**src/rtl/serial_in_rx.sv**
```systemverilog
// serial_in_rx: oversampling 8N1-style serial receiver (start, DATA_BITS LSB-first, stop).
// Optional macro SERIAL_IN_SYNC_EN adds a two-flop input synchronizer ahead of the sampler.
`default_nettype none

module serial_in_rx #(
  parameter int OVERSAMPLE = 16,
  parameter int DATA_BITS  = 8
) (
  input  logic                 clk,
  input  logic                 rst,
  input  logic                 receive_en,
  input  logic                 serial_in,
  output logic [DATA_BITS-1:0] data_out,
  output logic                 char_received,
  output logic                 framing_error,
  output logic                 busy
);

  localparam int SW = $clog2(OVERSAMPLE);
  localparam int BW = (DATA_BITS > 1) ? $clog2(DATA_BITS) : 1;
  localparam logic [SW-1:0] C_MID      = SW'(OVERSAMPLE / 2 - 1);
  localparam logic [SW-1:0] C_LAST     = SW'(OVERSAMPLE - 1);
  localparam logic [BW-1:0] C_LAST_BIT = BW'(DATA_BITS - 1);

  typedef enum logic [1:0] {
    IDLE  = 2'd0,
    START = 2'd1,
    DATA  = 2'd2,
    STOP  = 2'd3
  } state_e;

  state_e                 state_q, state_d;
  logic [SW-1:0]          sample_q, sample_d;
  logic [BW-1:0]          bit_q, bit_d;
  logic [DATA_BITS-1:0]   shift_q, shift_d;
  logic [DATA_BITS-1:0]   data_q, data_d;
  logic                   strobe_q, strobe_d;
  logic                   fe_q, fe_d;
  logic                   rx;

`ifdef SERIAL_IN_SYNC_EN
  // Reset to 1 so the idle-high line is not mistaken for a start bit after reset.
  logic [1:0] sync_q;
  always_ff @(posedge clk or negedge rst) begin
    if (!rst) sync_q <= 2'b11;
    else      sync_q <= {sync_q[0], serial_in};
  end
  assign rx = sync_q[1];
`else
  assign rx = serial_in;
`endif

  always_ff @(posedge clk or negedge rst) begin
    if (!rst) begin
      state_q  <= IDLE;
      sample_q <= '0;
      bit_q    <= '0;
      shift_q  <= '0;
      data_q   <= '0;
      strobe_q <= 1'b0;
      fe_q     <= 1'b0;
    end else begin
      state_q  <= state_d;
      sample_q <= sample_d;
      bit_q    <= bit_d;
      shift_q  <= shift_d;
      data_q   <= data_d;
      strobe_q <= strobe_d;
      fe_q     <= fe_d;
    end
  end

  always_comb begin
    state_d  = state_q;
    sample_d = sample_q;
    bit_d    = bit_q;
    shift_d  = shift_q;
    data_d   = data_q;
    strobe_d = 1'b0;
    fe_d     = fe_q;
    if (!receive_en) begin
      state_d  = IDLE;
      sample_d = '0;
      bit_d    = '0;
    end else begin
      case (state_q)
        IDLE: begin
          if (!rx) begin
            state_d  = START;
            sample_d = '0;
          end
        end
        START: begin
          if (sample_q == C_MID) begin
            sample_d = '0;
            bit_d    = '0;
            state_d  = rx ? IDLE : DATA;
          end else begin
            sample_d = sample_q + SW'(1);
          end
        end
        DATA: begin
          if (sample_q == C_LAST) begin
            sample_d = '0;
            // Right shift: the first received bit ends up in bit 0.
            shift_d  = {rx, shift_q[DATA_BITS-1:1]};
            if (bit_q == C_LAST_BIT) begin
              bit_d   = '0;
              state_d = STOP;
            end else begin
              bit_d = bit_q + BW'(1);
            end
          end else begin
            sample_d = sample_q + SW'(1);
          end
        end
        STOP: begin
          if (sample_q == C_LAST) begin
            sample_d = '0;
            state_d  = IDLE;
            if (rx) begin
              data_d   = shift_q;
              strobe_d = 1'b1;
              fe_d     = 1'b0;
            end else begin
              fe_d = 1'b1;
            end
          end else begin
            sample_d = sample_q + SW'(1);
          end
        end
        default: state_d = IDLE;
      endcase
    end
  end

  assign data_out      = data_q;
  assign char_received = strobe_q;
  assign framing_error = fe_q;
  assign busy          = (state_q != IDLE);

endmodule

`default_nettype wire

```
**config.mk**
```make
export PLATFORM = sky130hd
export DESIGN_NAME = serial_in_rx
export DESIGN_NICKNAME = d
export VERILOG_FILES = /design/src/rtl/serial_in_rx.sv
export SDC_FILE = /design/constraint.sdc
export NUM_CORES = 1
export LEC_CHECK = 0
export CORE_UTILIZATION = 38
export CTS_CLUSTER_DIAMETER = 150
export DETAILED_ROUTE_END_ITERATION = 16
export GPL_ROUTABILITY_DRIVEN = 0
export PLACE_DENSITY_LB_ADDON = 0.05
export SLEW_MARGIN = 20
export SYNTH_ARGS = -nofsm -noshare
export SYNTH_HDL_FRONTEND = slang
export SYNTH_SLANG_ARGS = --single-unit
```
**constraint.sdc**
```tcl
create_clock -name clk -period 2.15 [get_ports clk]
set_input_delay 0.43 -clock clk [delete_from_list [all_inputs] [get_ports clk]]
set_output_delay 0.43 -clock clk [all_outputs]
set_load 0.02 [all_outputs]
```
==> results of run 1 <==
sequential cells by signal, indices dropped and copies added, names as in the netlist:
| signal | flops |
|---|---|
| char_received | 1 |
| state_q | 2 |
| framing_error | 1 |
| bit_q | 3 |
| shift_q | 8 |
| sample_q | 4 |
| data_out | 8 |
worst max-delay path by stage:
stage | startpoint | endpoint | slack, ns
final | state_q[1] | busy | 0.23
after CTS | state_q[1] | busy | 0.21
after floorplan | sample_q[0] | data_out[0] | 0.50
after detailed placement | receive_en | state_q[0] | 0.15
after global routing | state_q[1] | busy | 0.13
after global placement | receive_en | state_q[0] | 0.18
layout by cell type (no fill, tap or decap), types with 2 or more instances in the layout:
| master | Yosys | routed |
|---|---|---|
| a21o_1 | 2 | 2 |
| mux2_2 | 11 | 11 |
| o21ai_0 | 4 | 4 |
| buf_4 | 1 | 3 |
| clkbuf_4 | 0 | 3 |
| nor2_1 | 2 | 2 |
| ha_1 | 3 | 3 |
| nand2_1 | 9 | 9 |
| clkdlybuf4s50_1 | 0 | 13 |
| mux2_4 | 8 | 8 |
| inv_1 | 3 | 3 |
| and2_1 | 2 | 2 |
| dfrtp_1 | 27 | 27 |
| mux2i_1 | 2 | 2 |
layer usage:
| layer | up-vias | routed length [um] |
|---|---|---|
| li1 | 376 | - |
| met1 | 370 | 1020 |
| met2 | 17 | 883 |
| met3 | 4 | 56 |
| met4 | 0 | 34 |
| met5 | - | 0 |
timing repair:
item                                   CTS  global route
endpoints found under the hold margin    0             0
setup endpoints to repair                1             0
hold buffers                             0             0
gates resized for setup                  1             0
critical path: stages (launching register included):
cell and delay [ns]:
dfrtp_1 0.48, or2_2 0.36, dlygate4sd2_1 0.34
synthesized netlist by cell type, drive strengths merged:
cell type	number	area (um2)
a21o	2	15.0
a22o	1	8.76
a22oi	1	7.51
a41oi	1	8.76
and2	3	21.3
and3	3	25.0
and3b	2	18.8
and4	1	11.3
buf	4	43.8
clkbuf	1	3.75
dfrtp	27	676
ha	3	37.5
inv	3	11.3
mux2	19	244
mux2i	2	20.0
nand2	9	33.8
nand3	1	5.00
nand3b	1	7.51
nor2	3	13.8
nor2b	1	6.26
nor3	1	5.00
nor4	1	6.26
o211ai	1	7.51
o21ai	5	28.8
o22ai	1	6.26
or2	1	6.26
area by class of cell:
type,instances,area (um2),share of cell area (%)
Sequential cell,27,676,45.8
Multi-Input combinational cell,63,544,36.9
Timing Repair Buffer,17,161,11.0
Tap cell,44,55.1,3.74
Inverter,3,11.3,0.764
Clock buffer,4,26.3,1.78
cell families after synthesis:
family                   synth area share (%)
AO/OA/AOI/OAI                            6.46
flip-flops                               52.8
AND/OR/NAND/NOR                          12.5
multiplexers                             20.6
adder cells (fa/ha/maj)                  2.94
buffers and inverters                    4.60
per-stage QoR:
step | power, uW | worst slack, ns | utilization, % | instances
5_1_grt | 814 | 0.131 | 47.1 | 158
3_3_place_gp | 574 | 0.181 | 46.3 | 154
4_1_cts | 790 | 0.209 | 47.1 | 158
2_1_floorplan | 549 | 0.500 | - | 98
6_report | 775 | 0.227 | 47.1 | 158
3_5_place_dp | 574 | 0.153 | 46.3 | 154
report_power, final:
group / total, uW / internal, uW / switching [uW]
clock: 213 / 72.6 / 140
sequential: 513 / 511 / 1.95
combinational: 49.9 / 19.5 / 30.3
total: 775 / 603 / 173
==> flow_summary.json, run 1 <==
{
  "status": "finished clean",
  "std_cell_rows": 20,
  "leakage_uw": 0.000720,
  "relSlewSlack_pct": 73.7,
  "reg2reg_depth": 5,
  "wl_um": 1990,
  "yosys_warnings": 0,
  "boundaryPins": 15,
  "grt_usage_pct": 13.5,
  "timing.setup.tns_ns": 0,
  "cts-root-buf": "clkbuf_4",
  "drc_errors": 0,
  "ys_seq_area_share_pct": 52.8,
  "area_growth_pct": 15.3,
  "syn-num-nets": 105,
  "post-cts-setup-buffers": 0,
  "top_usage_layer": "met2",
  "clockBufferDepth": 2,
  "start_util_pct": 40.9,
  "clk_latency_ns": 0.32,
  "ys_types": 36,
  "avgViaCountPerCell": 4.85,
  "wl_per_cell_um": 12.6,
  "htree_levels": 1,
  "grt_setup_unrepaired": "no",
  "cts_buffers": 3,
  "grt_pass1_vias": 770,
  "die-area_um2": 3600,
  "final-setup-viol-count": 0,
  "die_x_um": 60.0,
  "skew_ns": 0.00248,
  "worstReg2RegEnd": "data_out[0]",
  "start_kind": "flop",
  "drt_iter0_drc": 24,
  "grt_pass1_wl_um": 3540,
  "hold_slack_ns": 0.465,
  "antenna_found_initial": 0,
  "worst_ep_required_time_ns": 1.72,
  "hold_violations": 0,
  "dr_total_vias": 767,
  "nFillCells": 295,
  "met3_usage_pct": 2.60,
  "place_hpwl_um": 1410,
  "synth_cells": 98,
  "r2r_setup_slack_ns": 0.40,
  "path_max_fanout": 9,
  "syn-cell-area_um2": 1280,
  "port_buffers": 14,
  "max-cap-violations": 0,
  "cts.clk_slew.worst_paths_ns": 0.13,
  "first_pass_iters": 4,
  "cts_tree": "done",
  "worstPathArrival_ns": 1.49,
  "r2r_start": "sample_q[1]",
  "core_area_um2": 3130,
  "final_layout_size_suffix_gt1_share_pct": 28.9,
  "diodes": 0,
  "fin_nets": 122,
  "die_h_um": 60.0,
  "hp-class": "in2async",
  "placed_cell_area_um2": 1450,
  "grt.met2_usage_pct": 20.6,
  "power.density_nw_per_um2": 526,
  "syn_avg_cell_area_um2": 13.0,
  "max_freq_ghz": 0.520,
  "grt_start_max_net_pins": 28,
  "tightest_slew_ns": 0.395,
  "drv_slew": 0,
  "crit_type": "reg2out",
  "endpoint_kind": "output pin",
  "ir_worst_vdd_uv": 219,
  "cts_sinks": 27,
  "finalCritPeriodShare_pct": 89.5,
  "met1_usage_pct": 18.4,
  "ant_nets": 0,
  "period_needed_ns": 1.92,
  "overflow": 0,
  "synth_seq_cells": 27,
  "fin_area_um2": 1470
}
Power figures use the tool's default switching activity.
==> run 2: changes to the inputs <==
--- a/config.mk
+++ b/config.mk
@@ -6,7 +6,7 @@
 export NUM_CORES = 1
 export LEC_CHECK = 0
 export CORE_UTILIZATION = 38
-export CTS_CLUSTER_DIAMETER = 150
+export CTS_CLUSTER_DIAMETER = 200
 export DETAILED_ROUTE_END_ITERATION = 16
 export GPL_ROUTABILITY_DRIVEN = 0
 export PLACE_DENSITY_LB_ADDON = 0.05
==> results of run 2 <==
The final DEF is identical to that of run 1; final timing and power are the same.
